--- config.mk ---
export PLATFORM = sky130hd
export DESIGN_NAME = cart_mapper_2600
export DESIGN_NICKNAME = d
export VERILOG_FILES = /design/src/rtl/cart_mapper_2600.sv
export SDC_FILE = /design/constraint.sdc
export NUM_CORES = 1
export LEC_CHECK = 0
export ABC_AREA = 1
export CORE_MARGIN = 4
export CORE_UTILIZATION = 52
export DETAILED_ROUTE_END_ITERATION = 8
export PLACE_DENSITY = 0.94
export SLEW_MARGIN = 20
export SYNTH_ARGS = -nofsm -noshare
export SYNTH_HDL_FRONTEND = slang
export SYNTH_SLANG_ARGS = --single-unit
--- constraint.sdc ---
create_clock -name clk_sys -period 4.7 [get_ports clk_sys]
set_input_delay 0.705 -clock clk_sys [delete_from_list [all_inputs] [get_ports clk_sys]]
set_output_delay 0.705 -clock clk_sys [all_outputs]
set_load 0.005 [all_outputs]
--- src/rtl/cart_mapper_2600.sv ---
// Atari 2600 cartridge mapper: latches the detected scheme and turns 6507 bus cycles into ROM/Superchip controls.
// Define MAPPER_E0_EN to build E0 slice decoding; otherwise scheme 4 falls back to F8.
module cart_mapper_2600 #(
  parameter int ROM_AW = 15,
  parameter int SC_AW  = 7
) (
  input  logic              clk_sys,
  input  logic              reset,
  input  logic              cfg_valid,
  input  logic [3:0]        cfg_bs,
  input  logic [31:0]       cfg_size,
  input  logic              cfg_sc,
  input  logic              cpu_access,
  input  logic [12:0]       cpu_addr,
  input  logic              cpu_we,
  input  logic [7:0]        cpu_din,
  output logic [ROM_AW-1:0] rom_addr,
  output logic              rom_oe,
  output logic [SC_AW-1:0]  sc_addr,
  output logic              sc_we,
  output logic              sc_oe,
  output logic              configured
);

  typedef enum logic {ST_UNCONF, ST_ACTIVE} state_t;
  typedef enum logic [2:0] {SCH_PLAIN, SCH_F8, SCH_F6, SCH_F4, SCH_E0, SCH_3F} scheme_t;

  state_t            r_state, w_state_n;
  scheme_t           r_bs, w_bs_n, w_cfg_sch;
  logic [7:0]        r_mask, w_mask_n, w_cfg_mask;
  logic              r_small, w_small_n;
  logic              r_sc, w_sc_n;
  logic [7:0]        r_bank0, w_bank0_n;
`ifdef MAPPER_E0_EN
  logic [7:0]        r_e0_s1, w_e0_s1_n;
  logic [7:0]        r_e0_s2, w_e0_s2_n;
`endif
  logic [ROM_AW-1:0] r_rom_addr, w_rom_addr_n, w_full;
  logic              r_rom_oe, w_rom_oe_n;
  logic [SC_AW-1:0]  r_sc_addr, w_sc_addr_n;
  logic              r_sc_we, w_sc_we_n;
  logic              r_sc_oe, w_sc_oe_n;
  logic [7:0]        w_slice;
  logic              w_sc_en, w_sc_wwin, w_sc_rwin, w_sc_hit;
  int unsigned       w_shift;

  // Bank mask = (ceil_pow2(size) / bank_size) - 1, via smearing the top set bit of (size-1) >> shift.
  function automatic logic [7:0] f_mask(input logic [31:0] size, input int unsigned shift);
    logic [31:0] v;
    v = (size == '0) ? '0 : ((size - 32'd1) >> shift);
    for (int unsigned i = 0; i < 5; i++) v = v | (v >> (32'd1 << i));
    return v[7:0];
  endfunction

  always_comb begin
    w_cfg_sch = SCH_PLAIN;
    case (cfg_bs)
      4'd1: w_cfg_sch = SCH_F8;
      4'd2: w_cfg_sch = SCH_F6;
      4'd3: w_cfg_sch = SCH_F4;
      4'd4: begin
`ifdef MAPPER_E0_EN
        w_cfg_sch = SCH_E0;
`else
        w_cfg_sch = SCH_F8;
`endif
      end
      4'd5: w_cfg_sch = SCH_3F;
      default: w_cfg_sch = SCH_PLAIN;
    endcase
    w_shift = 12;
    case (w_cfg_sch)
      SCH_E0:  w_shift = 10;
      SCH_3F:  w_shift = 11;
      default: w_shift = 12;
    endcase
    w_cfg_mask = f_mask(cfg_size, w_shift);
  end

  assign w_sc_en   = r_sc && (r_bs != SCH_3F);
  assign w_sc_wwin = w_sc_en && (cpu_addr[12:7] == 6'b10_0000);
  assign w_sc_rwin = w_sc_en && (cpu_addr[12:7] == 6'b10_0001);
  assign w_sc_hit  = w_sc_wwin || w_sc_rwin;

  always_comb begin
    w_slice = '0;
    w_full  = '0;
    case (r_bs)
      SCH_F8, SCH_F6, SCH_F4: w_full = ROM_AW'({12'b0, r_bank0, cpu_addr[11:0]});
`ifdef MAPPER_E0_EN
      SCH_E0: begin
        case (cpu_addr[11:10])
          2'd0:    w_slice = r_bank0;
          2'd1:    w_slice = r_e0_s1;
          2'd2:    w_slice = r_e0_s2;
          default: w_slice = 8'd7;
        endcase
        w_full = ROM_AW'({14'b0, w_slice, cpu_addr[9:0]});
      end
`endif
      SCH_3F: begin
        w_slice = cpu_addr[11] ? r_mask : r_bank0;
        w_full  = ROM_AW'({13'b0, w_slice, cpu_addr[10:0]});
      end
      default: w_full = r_small ? ROM_AW'({21'b0, cpu_addr[10:0]})
                                : ROM_AW'({20'b0, cpu_addr[11:0]});
    endcase
  end

  always_comb begin
    w_state_n    = r_state;
    w_bs_n       = r_bs;
    w_mask_n     = r_mask;
    w_small_n    = r_small;
    w_sc_n       = r_sc;
    w_bank0_n    = r_bank0;
`ifdef MAPPER_E0_EN
    w_e0_s1_n    = r_e0_s1;
    w_e0_s2_n    = r_e0_s2;
`endif
    w_rom_addr_n = r_rom_addr;
    w_rom_oe_n   = 1'b0;
    w_sc_addr_n  = r_sc_addr;
    w_sc_we_n    = 1'b0;
    w_sc_oe_n    = 1'b0;

    if (r_state == ST_ACTIVE && cpu_access) begin
      // Output mapping uses the bank state before any hotspot update below.
      w_rom_addr_n = w_full;
      w_rom_oe_n   = cpu_addr[12] && !cpu_we && !w_sc_hit;
      w_sc_we_n    = w_sc_wwin && cpu_we;
      w_sc_oe_n    = w_sc_rwin && !cpu_we;
      if (w_sc_hit) w_sc_addr_n = cpu_addr[SC_AW-1:0];
      case (r_bs)
        SCH_F8: if (cpu_addr >= 13'h1FF8 && cpu_addr <= 13'h1FF9)
                  w_bank0_n = 8'(cpu_addr - 13'h1FF8) & r_mask;
        SCH_F6: if (cpu_addr >= 13'h1FF6 && cpu_addr <= 13'h1FF9)
                  w_bank0_n = 8'(cpu_addr - 13'h1FF6) & r_mask;
        SCH_F4: if (cpu_addr >= 13'h1FF4 && cpu_addr <= 13'h1FFB)
                  w_bank0_n = 8'(cpu_addr - 13'h1FF4) & r_mask;
`ifdef MAPPER_E0_EN
        SCH_E0: if (cpu_addr >= 13'h1FE0 && cpu_addr <= 13'h1FF7) begin
                  case (cpu_addr[4:3])
                    2'd0:    w_bank0_n = {5'b0, cpu_addr[2:0]} & r_mask;
                    2'd1:    w_e0_s1_n = {5'b0, cpu_addr[2:0]} & r_mask;
                    default: w_e0_s2_n = {5'b0, cpu_addr[2:0]} & r_mask;
                  endcase
                end
`endif
        SCH_3F: if (cpu_we && !cpu_addr[12] && cpu_addr[7:0] < 8'h40)
                  w_bank0_n = cpu_din & r_mask;
        default: ;
      endcase
    end

    // A configuration load wins over any hotspot seen in the same cycle.
    if (cfg_valid) begin
      w_state_n = ST_ACTIVE;
      w_bs_n    = w_cfg_sch;
      w_mask_n  = w_cfg_mask;
      w_small_n = (cfg_size <= 32'd2048);
      w_sc_n    = cfg_sc;
      case (w_cfg_sch)
        SCH_F8:  w_bank0_n = 8'd1 & w_cfg_mask;
        SCH_F6:  w_bank0_n = 8'd3 & w_cfg_mask;
        SCH_F4:  w_bank0_n = 8'd7 & w_cfg_mask;
        SCH_E0:  w_bank0_n = 8'd4 & w_cfg_mask;
        default: w_bank0_n = '0;
      endcase
`ifdef MAPPER_E0_EN
      w_e0_s1_n = 8'd5 & w_cfg_mask;
      w_e0_s2_n = 8'd6 & w_cfg_mask;
`endif
    end
  end

  always_ff @(posedge clk_sys) begin
    if (reset) begin
      r_state    <= ST_UNCONF;
      r_bs       <= SCH_PLAIN;
      r_mask     <= '0;
      r_small    <= 1'b0;
      r_sc       <= 1'b0;
      r_bank0    <= '0;
`ifdef MAPPER_E0_EN
      r_e0_s1    <= '0;
      r_e0_s2    <= '0;
`endif
      r_rom_addr <= '0;
      r_rom_oe   <= 1'b0;
      r_sc_addr  <= '0;
      r_sc_we    <= 1'b0;
      r_sc_oe    <= 1'b0;
    end else begin
      r_state    <= w_state_n;
      r_bs       <= w_bs_n;
      r_mask     <= w_mask_n;
      r_small    <= w_small_n;
      r_sc       <= w_sc_n;
      r_bank0    <= w_bank0_n;
`ifdef MAPPER_E0_EN
      r_e0_s1    <= w_e0_s1_n;
      r_e0_s2    <= w_e0_s2_n;
`endif
      r_rom_addr <= w_rom_addr_n;
      r_rom_oe   <= w_rom_oe_n;
      r_sc_addr  <= w_sc_addr_n;
      r_sc_we    <= w_sc_we_n;
      r_sc_oe    <= w_sc_oe_n;
    end
  end

  assign rom_addr   = r_rom_addr;
  assign rom_oe     = r_rom_oe;
  assign sc_addr    = r_sc_addr;
  assign sc_we      = r_sc_we;
  assign sc_oe      = r_sc_oe;
  assign configured = (r_state == ST_ACTIVE);

endmodule
# After elaboration in Yosys (flattened, before gate mapping)
# Index checks and enable logic that the tools add are counted.
# classes
add_sub_neg	4
order_cmp	7
n_eq_ne	21
shifts	1
mux	14
bitwise_logic	10
reduce_logical	25
# ops
operator	n
13-bit >= comparator (second input constant)	3
32-bit by 12-bit less-or-equal comparator with 1-bit output (second input constant)	1
32-bit logical NOT	1
32-bit 2-to-1 mux	1
32-bit by 30-bit bitwise OR with 32-bit output	1
32-bit by 31-bit bitwise OR with 32-bit output	1
32-bit by 32-bit right shift with 32-bit output	1
32-bit by 1-bit subtractor with 32-bit output (second input constant)	1
15-bit one-hot mux with 2 select lines	1
4-bit 2-to-1 mux	7
28-bit bitwise OR	1
13-bit less-or-equal comparator (second input constant)	2
3-bit one-hot mux with 4 select lines	2
20-bit bitwise OR	1
4-bit AND	4
4-bit one-hot mux with 4 select lines	1
3-bit inequality test (second input constant)	5
1-bit logical AND	13
3-bit by 2-bit equality test with 1-bit output (second input constant)	4
6-bit equality test (second input constant)	2
12-bit 2-to-1 mux	1
3-bit equality test (second input constant)	3
4-bit by 2-bit equality test with 1-bit output (second input constant)	2
4-bit by 3-bit equality test with 1-bit output (second input constant)	2
other kinds (16)	21
# word_totals
reg_bits	39
in_bits	63
out_inout_bits	26
word_cells	93

# Longest topological paths before layout
# Gate-level depths: netlist of run 1.
# logic_depth
depth_word	14
ltp_mapped	15
ltp_nobuf	15

# Least setup slack after synthesis of run 1
# No wires, ideal clock.
# synth_timing
kind	input to register
from	input cfg_size[8]
to	register r_bank0[1]
setup_time_ns	0.122
arrival_ns	1.911
required_time_ns	4.578
setup_slack_ns	2.668
cell_stages	12
n_path_buf	0
cell_sequence	nor2_1 nand2_2 nor2_2 nand2_1 o21ai_1 nand3_1 nand3_1 nand3_2 nor2_1 nand3_1 nand2_1 a21oi_2
# synth_between
elab_chain_cells	10
elab_cells_between_ends	11
classes_between	add/sub: 1; shift: 1; mux: 3; bitwise: 5; reduce/logical: 1
# synth_rtl
element	line_no	text
start: declaration	11	input logic [31:0] cfg_size,
32-bit by 1-bit subtractor with 32-bit output	50	v = (size == '0) ? '0 : ((size - 32'd1) >> shift);
32-bit by 32-bit right shift with 32-bit output	50	
32-bit 2-to-1 mux *	50	
32-bit by 31-bit bitwise OR with 32-bit output *	51	for (int unsigned i = 0; i < 5; i++) v = v | (v >> (32'd1 << i));
32-bit by 30-bit bitwise OR with 32-bit output *	51	
28-bit bitwise OR *	51	
20-bit bitwise OR *	51	
4-bit bitwise OR *	51	
3-bit one-hot mux with 4 select lines *	163	case (w_cfg_sch)
4-bit 2-to-1 mux *	157	if (cfg_valid) begin
end signal: assignment	200	r_bank0 <= w_bank0_n;
end: declaration	33	logic [7:0] r_bank0, w_bank0_n;
# Mark *: on every way between the ends. The rest lies on a longest branch, timed or not.
# A chain may end at the register's enable or synchronous reset.

# Worst setup path in the final report of run 1
# layout_timing
from	input cfg_bs[2]
to	register r_mask[1]
# layout_between
elab_chain_cells	12
elab_cells_between_ends	17
classes_between	eq/ne: 7; shift: 1; mux: 3; bitwise: 5; reduce/logical: 1
# layout_rtl
element	line_no	text
start: declaration	10	input logic [3:0] cfg_bs,
4-bit by 3-bit equality test with 1-bit output or 4-bit by 1-bit equality test with 1-bit output (tied branches)	57	case (cfg_bs)
2-bit OR reduction (no line)	--	
3-bit one-hot mux with 4 select lines *	57	
3-bit equality test	72	case (w_cfg_sch)
3-bit one-hot mux with 2 select lines *	72	
32-bit by 32-bit right shift with 32-bit output *	50	
32-bit 2-to-1 mux *	50	
32-bit by 31-bit bitwise OR with 32-bit output *	51	
32-bit by 30-bit bitwise OR with 32-bit output *	51	
28-bit bitwise OR *	51	
20-bit bitwise OR *	51	
4-bit bitwise OR *	51	
end signal: assignment	197	r_mask <= w_mask_n;
end: declaration	30	logic [7:0] r_mask, w_mask_n, w_cfg_mask;
# Marks and branches as above.

==> results.sh, run 1 <==
export IMPL_status="finished, final reports clean"
export IMPL_cp_slowest_cell="clkdlybuf4s50_1"
export IMPL_portBuffers=84
export IMPL_cts_resized=0
export IMPL_vias=3680
export IMPL_numCtsBuffers=5
export IMPL_max_stage_delay_ps=480
export IMPL_dp_hpwl_mm=7.613
export IMPL_combPwrFrac_pct=23.6
export IMPL_grt_max_degree=32
export IMPL_crit_buf_inv=2
export IMPL_fin_cells=653
export IMPL_n_antenna_cell=0
export IMPL_ys_warn_count=0
export IMPL_synth_top_family_by_area="simple AND/OR/NAND/NOR gates"
export IMPL_synth_simple_gate_area_share_pct=48.85
export IMPL_min_path_type="register to register"
export IMPL_grt_pass1_wl_mm=15.73
export IMPL_hold_end="sc_addr[4]"
export IMPL_ys_types=37
export IMPL_clock_latency_ps=300
export IMPL_syn_area_mm2=0.003004
export IMPL_whs_path_depth=2
export IMPL_cts_tree="yes"
export IMPL_min_delay_start="sc_addr[4]"
export IMPL_fmax_mhz=361.7
export IMPL_synthTopCellsByArea="dfxtp_1, nand2_1, nand3_1"
export IMPL_setup_viol=0
export IMPL_nNetsFinal=649
export IMPL_cp_depth=12
export IMPL_viasPerCell=5.636
export IMPL_syn2layout_area_growth_pct=33.07
export IMPL_path_clk_slew_ps=70
export IMPL_core_area_mm2=0.005540
export IMPL_finalHoldViolations=0
export IMPL_cp_common_cell="nand3_1"
export IMPL_die_height_um=84.01
export IMPL_dp_cells=645
export IMPL_cap_violations=0
export IMPL_r2r_start="r_bs[0]"
export IMPL_synth_xor_area_share_pct=0.5831
export IMPL_clock_skew_ps=7.744
export IMPL_fin_crit_ps=2765
export IMPL_dr_pass1_iters=6
export IMPL_avgSynthCellArea_um2=6.020
export IMPL_pwr_density_cell_mw_per_mm2=210.4
export IMPL_setup_tns_ps=0
export IMPL_wirelength_mm=9.493
export IMPL_grt_util_all_layers_pct=26.98
export IMPL_muxShareOfSynthArea_pct=0
export IMPL_relSlewSlack_pct=53.20
export IMPL_rows=27
export IMPL_r2r_cells=12
export IMPL_path_class="input port to register"
export IMPL_hold_buffers=0
export IMPL_die_area_mm2=0.007057
export IMPL_p_seq_share_pct=42.3
export IMPL_cp_required_ps=4850
export IMPL_synthAdderAreaFrac_pct=2.499
export IMPL_r2r_slack_ps=2740
export IMPL_grt_pass1_vias=3513
export IMPL_ioPinCount=89
export IMPL_initial_core_util_pct=54.22
export IMPL_grt_overflow=0
export IMPL_synth_yosys_seq_area_share_pct=25.99
export IMPL_cts_sinks=39
export IMPL_die_x_um=84.01
export IMPL_period_share_pct=58.83
export IMPL_drc=0
export IMPL_place_congestion=0.9873
export IMPL_critical_path_top_delay_family="simple AND/OR/NAND/NOR gates"
export IMPL_cp_arrival_ps=2910
export IMPL_grt_antenna_before_repair=0
export IMPL_timing_rr_end="sc_addr[2]"
export IMPL_clockPowerShare_pct=34.2
export IMPL_synth_top_area_cell="dfxtp_1"
export IMPL_crit_chain="clkdlybuf4s50_1, nand3_1, nor2_4, inv_1, nand3_1, nand3_1, nand2_1, nand3_1, nor2_1, nand3_1, nand2_1, a21oi_1"
export IMPL_synth_seq_cells=39
export IMPL_synth_compound_area_share_pct=12.99
export IMPL_worst_setup_path_end_kind="register"
export IMPL_cts_max_level=2
export IMPL_tightest_slew_ps=699.8
export IMPL_critPathLaunchType="input port"
export IMPL_antenna_left=0
export IMPL_swShare_pct=27.38
export IMPL_fin_ws_ps=1935
export IMPL_cts_path_max_buffers=2
export IMPL_cts_root_buffer="clkbuf_8"
export IMPL_postCtsSetupRepairBufs=0
export IMPL_dp_slack_ps=1635
export IMPL_grt_setup_unrepaired="no"
export IMPL_drt_iter0_markers=305
export IMPL_p_leak_nw=1.668
export IMPL_syn_inst=499
export IMPL_path_max_fanout=16
export IMPL_ir_worst_vdd_mv=0.2117
export IMPL_wl_per_cell_um=14.54
export IMPL_p_sw_uw=230.3
export IMPL_drive_gt1_share_pct=9.639
export IMPL_synth_top_area_share_pct=25.99
export IMPL_synth_fp_nets=568
export IMPL_internal_power_uw=610.9
export IMPL_slew_violations=0
[power groups by stage]
| stage | sequential (mW) | combinational (mW) | clock, mW |
|---|---|---|---|
| 2_1_floorplan | 0.362 | 0.0936 | 0 |
| 6_report | 0.356 | 0.198 | 0.287 |
| 3_5_place_dp | 0.363 | 0.194 | 0 |
| 4_1_cts | 0.355 | 0.196 | 0.289 |
| 5_1_grt | 0.357 | 0.219 | 0.304 |
| 3_3_place_gp | 0.362 | 0.189 | 0 |
[worst reg2reg max path, stage by stage (launching register included)]
cell and delay [ps]:
dfxtp_1 400, inv_1 130, nor2_4 140, inv_1 60
nor2_2 200, inv_2 140, nand2_1 90, nor4_1 40
nand2_1 120, inv_2 110, nand2_1 210, nand2_1 90
a21oi_1 150
[area by class of cell]
| cell class | instances | area (um2) |
|---|---|---|
| Multi-Input combinational cell | 393 | 1951 |
| Timing Repair Buffer | 85 | 848.3 |
| Clock inverter | 2 | 35.03 |
| Tap cell | 72 | 90.09 |
| Sequential cell | 39 | 780.7 |
| Clock buffer | 6 | 82.58 |
| Fill cell | 450 | 1543 |
| Inverter | 56 | 210.2 |
[routing by layer]
metal / routed length, um / vias to the layer above / part of all wire (%) / global-route usage (%)
met4: 141 / 0 / 1.5 / 8.333
met2: 4569 / 157 / 48 / 47.14
met1: 4168 / 1699 / 44 / 33.51
li1: - / 1806 / - / -
met3: 613 / 18 / 6.5 / 4.837
met5: 0 / - / 0 / 0
[registers in the layout (all words and copies together) (netlist names)]
name / flops
sc_we: 1
r_sc: 1
r_bank0: 4
rom_oe: 1
r_bs: 3
sc_oe: 1
configured: 1
rom_addr: 15
sc_addr: 7
r_mask: 4
r_small: 1
[synthesized netlist by cell type, drive strengths merged]
master and n:
nor2 104, a211oi 5, nor3 6, inv 55, clkinv 1, nand2 115, clkbuf 6, o21a 1
nor4 4, a21oi 26, ha 6, o211ai 3, a31oi 2, dfxtp 39, nand3b 2, xor2 2
o21ai 24, o311ai 3, o221ai 1, nand4 9, nand3 77, nor2b 1, a311o 1, buf 5
o21bai 1
[per-stage QoR]
stage / util [%] / area, um2 / total power, mW / hold slack [ps]
4_1_cts: 72.15 / 3998 / 0.8405 / 472.1
2_1_floorplan: - / 3004 / 0.4552 / 457.4
5_1_grt: 72.15 / 3998 / 0.8796 / 493.4
3_5_place_dp: 70.03 / 3880 / 0.5572 / 462.3
3_3_place_gp: 70.03 / 3880 / 0.5511 / 448.6
6_report: 72.15 / 3998 / 0.8412 / 471.5
[worst max-delay path by stage]
stage	start	endpoint	slack, ps
final	cfg_bs[2]	r_mask[1]	1940
after global routing	cfg_bs[1]	r_mask[1]	1710
after CTS	cfg_bs[2]	r_mask[1]	1950
after detailed placement	cfg_bs[2]	r_mask[1]	1630
after global placement	cfg_bs[2]	r_mask[1]	1740
after floorplan	cfg_size[8]	r_bank0[1]	2670
[cells in the final DEF (no fill, tap or decap), drive strengths merged]
cell type	n
a211oi	5
a21oi	26
a311o	1
a31oi	2
buf	1
bufinv	1
clkbuf	6
clkdlybuf4s50	84
clkinv	2
dfxtp	39
ha	6
inv	55
nand2	115
nand3	77
nand3b	2
nand4	9
nor2	104
nor2b	1
nor3	6
nor4	4
o211ai	3
o21a	1
o21ai	24
o21bai	1
o221ai	1
o311ai	3
xor2	2
[kinds of logic (layout without fill, tap and decap cells)]
| group | after synthesis | count (layout) |
|---|---|---|
| buffers and inverters | 67 | 149 |
| adder cells (fa/ha/maj) | 6 | 6 |
| XOR/XNOR | 2 | 2 |
| AND/OR/NAND/NOR | 318 | 318 |
| flip-flops | 39 | 39 |
| AO/OA/AOI/OAI | 67 | 67 |
Power figures use the tool's default switching activity.
==> run 2, diff against run 1 <==
--- a/config.mk
+++ b/config.mk
@@ -7,9 +7,9 @@
 export LEC_CHECK = 0
 export ABC_AREA = 1
 export CORE_MARGIN = 4
-export CORE_UTILIZATION = 52
+export CORE_UTILIZATION = 43
 export DETAILED_ROUTE_END_ITERATION = 8
-export PLACE_DENSITY = 0.94
+export PLACE_DENSITY = 0.84
 export SLEW_MARGIN = 20
 export SYNTH_ARGS = -nofsm -noshare
 export SYNTH_HDL_FRONTEND = slang
==> constraint.sdc (replaced) <==
create_clock -name clk_sys -period 2.45 [get_ports clk_sys]
set_input_delay 0.3675 -clock clk_sys [delete_from_list [all_inputs] [get_ports clk_sys]]
set_output_delay 0.3675 -clock clk_sys [all_outputs]
set_load 0.005 [all_outputs]
==> run 2 against run 1 <==
Clock skew fell by 2.6 ps. Global-route usage fell by 6.5 points. Power rose by 92%. First-iteration DRC count fell by 25%.
==> results.sh, run 2 (same netlist as run 1, synthesis figures left out) <==
export IMPL_status="finished, final reports clean"
export IMPL_cp_arrival_ps=2360
export IMPL_r2r_start="r_bs[0]"
export IMPL_min_path_type="register to register"
export IMPL_tightest_slew_ps=603.6
export IMPL_grt_pass1_vias=3304
export IMPL_cts_max_level=2
export IMPL_wirelength_mm=8.836
export IMPL_cts_root_buffer="clkbuf_8"
export IMPL_wl_per_cell_um=12.82
export IMPL_cts_resized=0
export IMPL_fillers=646
export IMPL_cp_required_ps=2640
export IMPL_critPathLaunchType="input port"
export IMPL_grt_util_all_layers_pct=20.44
export IMPL_drt_iter0_markers=230
export IMPL_path_max_fanout=4
export IMPL_die_height_um=91.59
export IMPL_placedInstanceArea_mm2=0.004000
export IMPL_worst_setup_path_end_kind="register"
export IMPL_cts_tree="yes"
export IMPL_dp_slack_ps=-14.97
export IMPL_power_total_mw=1.615
export IMPL_cap_violations=0
export IMPL_finalHoldViolations=0
export IMPL_dp_hpwl_mm=7.124
export IMPL_numCtsBuffers=5
export IMPL_syn2layout_area_growth_pct=36.90
export IMPL_antenna_left=0
export IMPL_setup_tns_ps=0
export IMPL_min_delay_start="sc_addr[6]"
export IMPL_p_leak_nw=1.722
export IMPL_period_share_pct=88.60
export IMPL_viasPerCell=5.205
export IMPL_dr_pass1_iters=5
export IMPL_pwr_density_cell_mw_per_mm2=392.6
export IMPL_fmax_mhz=460.7
export IMPL_cts_path_max_buffers=2
export IMPL_grt_pass1_wl_mm=14.42
export IMPL_drive_gt1_share_pct=11.47
export IMPL_place_congestion=0.9103
export IMPL_hold_buffers=0
export IMPL_die_x_um=91.59
export IMPL_clock_skew_ps=5.164
export IMPL_wl_met3_um=548
export IMPL_n_antenna_cell=0
export IMPL_dr_wl_met2_mm=4.227
export IMPL_initial_core_util_pct=44.22
export IMPL_setup_viol=0
export IMPL_vias=3586
export IMPL_nNetsFinal=661
export IMPL_fin_ws_ps=279.3
export IMPL_grt_antenna_before_repair=0
export IMPL_grt_max_degree=32
export IMPL_grt_overflow=0
export IMPL_fin_crit_ps=2171
export IMPL_path_clk_slew_ps=80
export IMPL_core_area_mm2=0.006794
export IMPL_ir_worst_vdd_mv=0.2350
export IMPL_die_area_mm2=0.008388
export IMPL_grt_setup_unrepaired="no"
export IMPL_drt_met1_wl_mm=3.939
export IMPL_cts_sinks=39
export IMPL_clock_latency_ps=290
export IMPL_final_common_cell="nand2_1"
export IMPL_ioPinCount=89
export IMPL_largest_reg_flops=15
export IMPL_routed_top_layer="met4"
export IMPL_path_class="input port to register"
export IMPL_portBuffers=84
export IMPL_slew_violations=0
export IMPL_cp_startpoint="cfg_size[12]"
export IMPL_postCtsSetupRepairBufs=0
export IMPL_relSlewSlack_pct=59.72
export IMPL_rows=30
export IMPL_final_cell_mix="nand2_1, clkdlybuf4s50_1, nor2_1"
export IMPL_drc=0
export IMPL_final_area_mm2=0.004113
[run 2: worst paths after layout]
kind           endpoint  slack, ps  depth (start not counted)
min reg2reg  sc_addr[6]        460                          2
min          sc_addr[6]        460                          2
max reg2reg  r_bank0[1]        530                         11
max          r_bank0[1]        280                         15
[run 2: power breakdown]
group / internal, mW / total (mW) / switching (mW)
clock: 0.303 / 0.544 / 0.241
sequential: 0.663 / 0.681 / 0.0175
combinational: 0.190 / 0.390 / 0.200
total: 1.16 / 1.61 / 0.458
[run 2: metal layers]
layer,up-vias,global-route usage (%)
met4,0,4.648
li1,1843,-
met5,-,0
met2,108,35.48
met3,14,3.397
met1,1621,26.29
[run 2: through the flow]
stage               utilization, %  std cells  hold WS, ps
floorplan                        -        499        446.0
global placement             58.88        681        449.4
detailed placement           58.88        681        457.1
CTS                          60.53        689        467.2
global route                 60.53        689        486.0
finish                       60.53        689        462.9
[run 2: area by class of cell]
type	instances	area, um2	area share (%)
inverters	56	210.2	5.111
clock inverters	3	43.79	1.065
multi-input cells	393	1951	47.43
clock buffers	5	68.82	1.673
repair buffers	97	938.4	22.82
flip-flops and latches	39	780.7	18.98
well taps	96	120.1	2.921
[run 2: critical path, stage by stage]
cell and delay, ps:
clkdlybuf4s50_1 470, nor2_2 240, nand2_2 130, nor2_4 110, nand2_1 110, nand2_1 110, nand3_1 80, nand3_1 100
nand2_1 70, nor2_1 120, nand3_1 80, nor2_1 130, nand3_1 110, nand2_1 90, a21oi_2 50
